$ cat src/rtl/detect_pkg.sv
// Shared constants and FSM state encoding for the droplet detect/resample chain.
// The state encoding is also decoded by the detector's debug tooling.
package detect_pkg;
  localparam int PERIOD_NUM = 21;
  localparam int PERIOD_W   = 128;
  localparam int SIZE_W     = 16;

  typedef enum logic [3:0] {
    ST_IDLE       = 4'd0,
    ST_SIZE_READ  = 4'd1,
    ST_SIZE_LATCH = 4'd2,
    ST_LINE_WAIT  = 4'd3,
    ST_LINE_READ  = 4'd4,
    ST_LINE_LATCH = 4'd5,
    ST_EMIT_CHECK = 4'd6,
    ST_EMIT       = 4'd7,
    ST_LINE_NEXT  = 4'd8,
    ST_DONE       = 4'd9
  } state_t;
endpackage

$ cat src/rtl/linebuf_ram.sv
// One-line period buffer: synchronous write, asynchronous read on a shared address.
module linebuf_ram import detect_pkg::*; #(
  parameter int DEPTH = PERIOD_NUM,
  parameter int AW    = (DEPTH > 1) ? $clog2(DEPTH) : 1
) (
  input  logic                clk,
  input  logic                we,
  input  logic [AW-1:0]       addr,
  input  logic [PERIOD_W-1:0] wdata,
  output logic [PERIOD_W-1:0] rdata
);
  logic [PERIOD_W-1:0] mem [DEPTH];

  always_ff @(posedge clk) begin
    if (we) mem[addr] <= wdata;
  end

  assign rdata = mem[addr];
endmodule

$ cat src/rtl/droplet_resample.sv
// Resamples a droplet to OUT_LINES lines by nearest-neighbour line selection
// using a DDA (acc/thr) over the input line count.
//
// state      | meaning
// IDLE       | wait for a size word
// SIZE_READ  | size FIFO pop in flight
// SIZE_LATCH | capture size, clear DDA counters
// LINE_WAIT  | wait for data, pop one period
// LINE_READ  | data FIFO pop in flight
// LINE_LATCH | write period into line buffer slot p
// EMIT_CHECK | decide whether the buffered line is emitted (again)
// EMIT       | stream the buffered line to the output FIFO
// LINE_NEXT  | advance to the next input line
// DONE       | pulse outdone
module droplet_resample import detect_pkg::*; #(
  parameter int PERIOD_NUM = detect_pkg::PERIOD_NUM,
  parameter int OUT_LINES  = 32,
  parameter int MAX_LINES  = 1023
) (
  input  logic                     clk,
  input  logic                     reset,
  input  logic                     ce,
  input  logic [PERIOD_W-1:0]      datardata,
  input  logic                     dataempty,
  output logic                     datard,
  input  logic signed [SIZE_W-1:0] sizerdata,
  input  logic                     sizeempty,
  output logic                     sizerd,
  output logic [PERIOD_W-1:0]      outdata,
  output logic                     outwrite,
  input  logic                     outfull,
  output logic                     outdone,
  output logic [3:0]               stateoutput
);
  localparam int AW = (PERIOD_NUM > 1) ? $clog2(PERIOD_NUM) : 1;
  localparam logic [AW-1:0] P_LAST = AW'(PERIOD_NUM - 1);

  state_t              state;
  logic [AW-1:0]       p;
  logic [SIZE_W-1:0]   s_lines;
  logic [SIZE_W-1:0]   j;
  logic [SIZE_W-1:0]   j_next;
  logic [7:0]          k;
  logic [31:0]         s_map;
  logic [31:0]         acc;
  logic [31:0]         thr;
  logic [PERIOD_W-1:0] buf_rdata;
  logic                buf_we;

  linebuf_ram #(.DEPTH(PERIOD_NUM), .AW(AW)) u_linebuf (
    .clk   (clk),
    .we    (buf_we),
    .addr  (p),
    .wdata (datardata),
    .rdata (buf_rdata)
  );

  assign buf_we      = ce && (state == ST_LINE_LATCH);
  // Write strobe is decoded from the live full flag so it can never coincide with full.
  assign outwrite    = ce && (state == ST_EMIT) && !outfull;
  assign outdata     = (state == ST_EMIT) ? buf_rdata : '0;
  assign stateoutput = state;
  assign j_next      = j + 1'b1;

  always_ff @(posedge clk or posedge reset) begin
    if (reset) begin
      state   <= ST_IDLE;
      p       <= '0;
      s_lines <= '0;
      j       <= '0;
      k       <= '0;
      s_map   <= '0;
      acc     <= '0;
      thr     <= '0;
      datard  <= 1'b0;
      sizerd  <= 1'b0;
      outdone <= 1'b0;
    end else if (ce) begin
      datard  <= 1'b0;
      sizerd  <= 1'b0;
      outdone <= 1'b0;
      case (state)
        ST_IDLE: begin
          if (!sizeempty) begin
            sizerd <= 1'b1;
            state  <= ST_SIZE_READ;
          end
        end
        ST_SIZE_READ: state <= ST_SIZE_LATCH;
        ST_SIZE_LATCH: begin
          j   <= '0;
          k   <= '0;
          acc <= '0;
          thr <= 32'(OUT_LINES);
          p   <= '0;
          if (sizerdata <= 0) begin
            s_lines <= '0;
            s_map   <= '0;
            state   <= ST_IDLE;
          end else begin
            s_lines <= sizerdata;
            s_map   <= (sizerdata > MAX_LINES) ? 32'(MAX_LINES) : 32'(sizerdata);
            state   <= ST_LINE_WAIT;
          end
        end
        ST_LINE_WAIT: begin
          if (!dataempty) begin
            datard <= 1'b1;
            state  <= ST_LINE_READ;
          end
        end
        ST_LINE_READ: state <= ST_LINE_LATCH;
        ST_LINE_LATCH: begin
          if (p == P_LAST) begin
            p     <= '0;
            state <= ST_EMIT_CHECK;
          end else begin
            p     <= p + 1'b1;
            state <= ST_LINE_WAIT;
          end
        end
        ST_EMIT_CHECK: begin
          if ((acc < thr) && (k < 8'(OUT_LINES))) begin
            p     <= '0;
            state <= ST_EMIT;
          end else begin
            state <= ST_LINE_NEXT;
          end
        end
        ST_EMIT: begin
          if (!outfull) begin
            if (p == P_LAST) begin
              p     <= '0;
              acc   <= acc + s_map;
              k     <= k + 8'd1;
              state <= ST_EMIT_CHECK;
            end else begin
              p <= p + 1'b1;
            end
          end
        end
        ST_LINE_NEXT: begin
          thr   <= thr + 32'(OUT_LINES);
          j     <= j_next;
          state <= (j_next == s_lines) ? ST_DONE : ST_LINE_WAIT;
        end
        ST_DONE: begin
          outdone <= 1'b1;
          state   <= ST_IDLE;
        end
        default: state <= ST_IDLE;
      endcase
    end
  end
endmodule

$ cat config.mk
export PLATFORM = sky130hd
export DESIGN_NAME = droplet_resample
export DESIGN_NICKNAME = d
export VERILOG_FILES = /design/src/rtl/detect_pkg.sv /design/src/rtl/linebuf_ram.sv /design/src/rtl/droplet_resample.sv
export SDC_FILE = /design/constraint.sdc
export NUM_CORES = 2
export LEC_CHECK = 0
export ABC_AREA = 1
export BUFFER_PORTS_ARGS = -buffer_cell sky130_fd_sc_hd__buf_2
export CORE_ASPECT_RATIO = 0.5
export CORE_UTILIZATION = 50
export DETAILED_ROUTE_END_ITERATION = 6
export PLACE_DENSITY = 0.76
export SLEW_MARGIN = 0
export SYNTH_ARGS = -nofsm -noshare
export SYNTH_HDL_FRONTEND = slang
export SYNTH_SLANG_ARGS = --single-unit
$ cat constraint.sdc
create_clock -name clk -period 21.9 [get_ports clk]
set_input_delay 3.285 -clock clk [delete_from_list [all_inputs] [get_ports clk]]
set_output_delay 3.285 -clock clk [all_outputs]
set_load 0.01 [all_outputs]
==> qor.txt <==
status - finished with violations
failing checks - DRC
top-count cell post-synth - edfxtp_1
sequential area share after synthesis - 74.96%
area grow syn2layout - 10.25%
slew margin rel. - 15.55%
CTS Hold Buffers Added - 0
mean cell area of the mapped netlist - 12.84 um2
Synth Instances - 8,716
HPWL Detailed - 143,400 um
gpl congestion - 0.8610
clock transition at the registers of the reported paths - 70 ps
Cell variety after synth - 53
layout cell share with drive strength beyond 1 - 8.576%
grt ovf - 0
reg2reg start - p[2]
Critical Path Most Common Cell - buf_4
DRC - 3
first-pass GRT wire length - 441,000 um
Power Density - 106.5 nW/um2
Root Buffer - clkbuf_16
Synth Cell Area - 111,900 um2
Site Rows - 122
WL/cell - 25.15 um
Buffers on Ports - 285
clk_lat worst skew - 920 ps
Starting DRT DRC Count - 11,480
PostCTS Resize Cnt - 0
Clk pwr share - 31.2%
die height - 336.5 um
Psw - 4.096 mW
CP Buf/Inv Count - 6
Crit path largest cell delay - 1030 ps
Hold Vio Cnt, Final - 0
DRT antenna net count - 0
WL final - 301,000 um
NumNets Final - 9,006
minimum clock period - 11,040 ps
min-delay src - thr[31]
syn nets - 8,932
Final period util - 50.42%
Least-Margin Pin Slew - 1267 ps
asr flop ratio synth - 4.512%
Pins Over Slew Limit - 0
post-CTS setup buffer count - 0
VDD IR-drop max - 150.1 uV
vias per cell - 6.251
switching share of power - 31.16%
TritonCTS buffer count - 236
area of the die - 225,900 um2
critical path type - reg2out
Setup TNS Final - 0 ps
critical path's slowest cell - buf_4
Synth top area share - 72.12%
internal power - 9.051 mW
Max Buffers Root-to-Sink - 4
vias in the first global route - 70,010
Vias - 74,810
synth top area cells - edfxtp_1 (72%), o21ai_0 (5.7%), nor2_1 (5.6%), o22ai_1 (3.7%), dfrtp_1 (2.8%)
Post-synth top cells - edfxtp_1 (2,688), nor2_1 (1,672), o21ai_0 (1,269)
Setup violations, final - 0
post-synth top area cell - edfxtp_1
FMAX - 90.56 MHz
sequential fraction of design power - 45.9%
crit path DAT - 7760 ps
Logic pwr share - 23.0%
number of synthesized flops with an enable pin - 2,688
critical path required time - 18,620 ps
final setup margin - 10,860 ps
GRT Util Overall - 25.82%
Starting Density - 50.46%
Pleak - 41.82 nW
pre-CTS setup slack - 12,070 ps
Layout fillers - 17,120
# H-tree levels - 4
Clock Skew - 114.8 ps
Yosys Warn Count - 0
area of the core - 221,800 um2
Hold Crit Class - reg2reg
crit-path cells - inv_8, buf_4, buf_4, buf_4, buf_4, o21ai_0, o22ai_1, o21ai_1, nand2_1, a221oi_1, a21oi_1, buf_2
Die W - 671.1 um
Critical Path Sink Type - output pin
initial antenna violation count - 50
#FFs+latches synth - 2,815
drt first pass iters - 7
worst setup path start - p[0]
CP top delay family - buffers and inverters
Ports - 286
total of max-cap violations - 0
largest net degree at the start of global routing - 235
clock sink total - 2,815
prevailing post-synth register cell - edfxtp_1
Max Fanout on Critical Path - 190
CP Launch Type - flop
RSZ-0062 raised after global routing - false
TritonCTS clock tree - done
-- registers in the layout, summed over array words and instances (netlist names) --
| name | count |
|---|---|
| s_lines | 16 |
| datard | 1 |
| outdone | 1 |
| s_map | 16 |
| acc | 32 |
| sizerd | 1 |
| k | 8 |
| p | 5 |
| j | 16 |
| u_linebuf.mem | 2688 |
| stateoutput | 4 |
| thr | 27 |
-- routing by layer --
metal  share of wire [%]  track usage (%)  wire (um)
met5               0.031                0         93
met3                  12            4.265      35760
met4                 4.1            10.34      12200
met2                  46            40.71     138200
met1                  38            36.22     114700
-- power by group through the flow --
stage / clock network, mW / registers (mW) / logic (mW)
6_report: 4.10 / 6.03 / 3.02
5_1_grt: 4.32 / 6.03 / 3.32
4_1_cts: 4.12 / 6.03 / 2.96
3_5_place_dp: 0 / 6.14 / 2.93
3_3_place_gp: 0 / 6.14 / 2.84
2_1_floorplan: 0 / 6.12 / 2.16
-- path summary, 6_finish.rpt --
check | endpoint | slack (ps) | cells past startpoint
max | outdata[75] | 10860 | 12
min | thr[31] | 470 | 1
max reg2reg | u_linebuf.mem[3][5] | 16210 | 7
min reg2reg | thr[31] | 470 | 1
max in group asynchronous | p[1] | 17780 | 3
min in group asynchronous | s_map[8] | 2590 | 2
-- worst register-to-register path: cells and delay by family (launching register included) --
family,cells,cell delay (ps)
buf+inv,5,3680
flops,1,720
simple gates,2,960
-- placed cells by master (no fill, tap or decap), types with 84 or more instances in the layout --
cell,n
a21oi_1,198
clkbuf_16,242
dfrtp_1,124
nand3_1,84
nor2_1,1651
buf_2,285
edfxtp_1,2688
inv_1,153
o22ai_1,655
buf_4,92
a221oi_1,129
o21ai_0,1269
nand2_1,709
o21ai_1,236
-- through the flow --
stage	power [mW]	hold WS, ps	instance area (um2)	std cells	utilization (%)
after CTS	13.10	469.5	123300	11940	55.61
after detailed placement	9.077	453.8	116000	11530	52.30
final	13.15	474.4	123400	11970	55.64
after floorplan	8.282	433.4	111900	8716	-
after global placement	8.978	457.0	116000	11530	52.30
after global routing	13.68	494.9	123400	11970	55.63
-- cell type report --
| class | count | area (um2) | area share (%) |
|---|---|---|---|
| flip-flops and latches | 2815 | 83910 | 68.00 |
| multi-input cells | 5178 | 25270 | 20.48 |
| clock buffers | 285 | 6217 | 5.038 |
| well taps | 2976 | 3724 | 3.018 |
| repair buffers | 394 | 2457 | 1.991 |
| clock inverters | 130 | 1106 | 0.8963 |
| inverters | 165 | 649.4 | 0.5262 |
| diodes | 26 | 65.06 | 0.05273 |
-- cell families (layout without fill, tap and decap cells) --
kind of cell    Yosys count  after routing  share of synthesized area [%]
xor+xnor                 15             15                         0.1174
compound gates         2538           2538                          12.64
fa+ha+maj                66             66                         0.7446
simple gates           2559           2559                          8.907
flops                  2815           2815                          74.96
buf+inv                 723            974                          2.631
other cells               0             26                              0
Power figures use the tool's default switching activity.
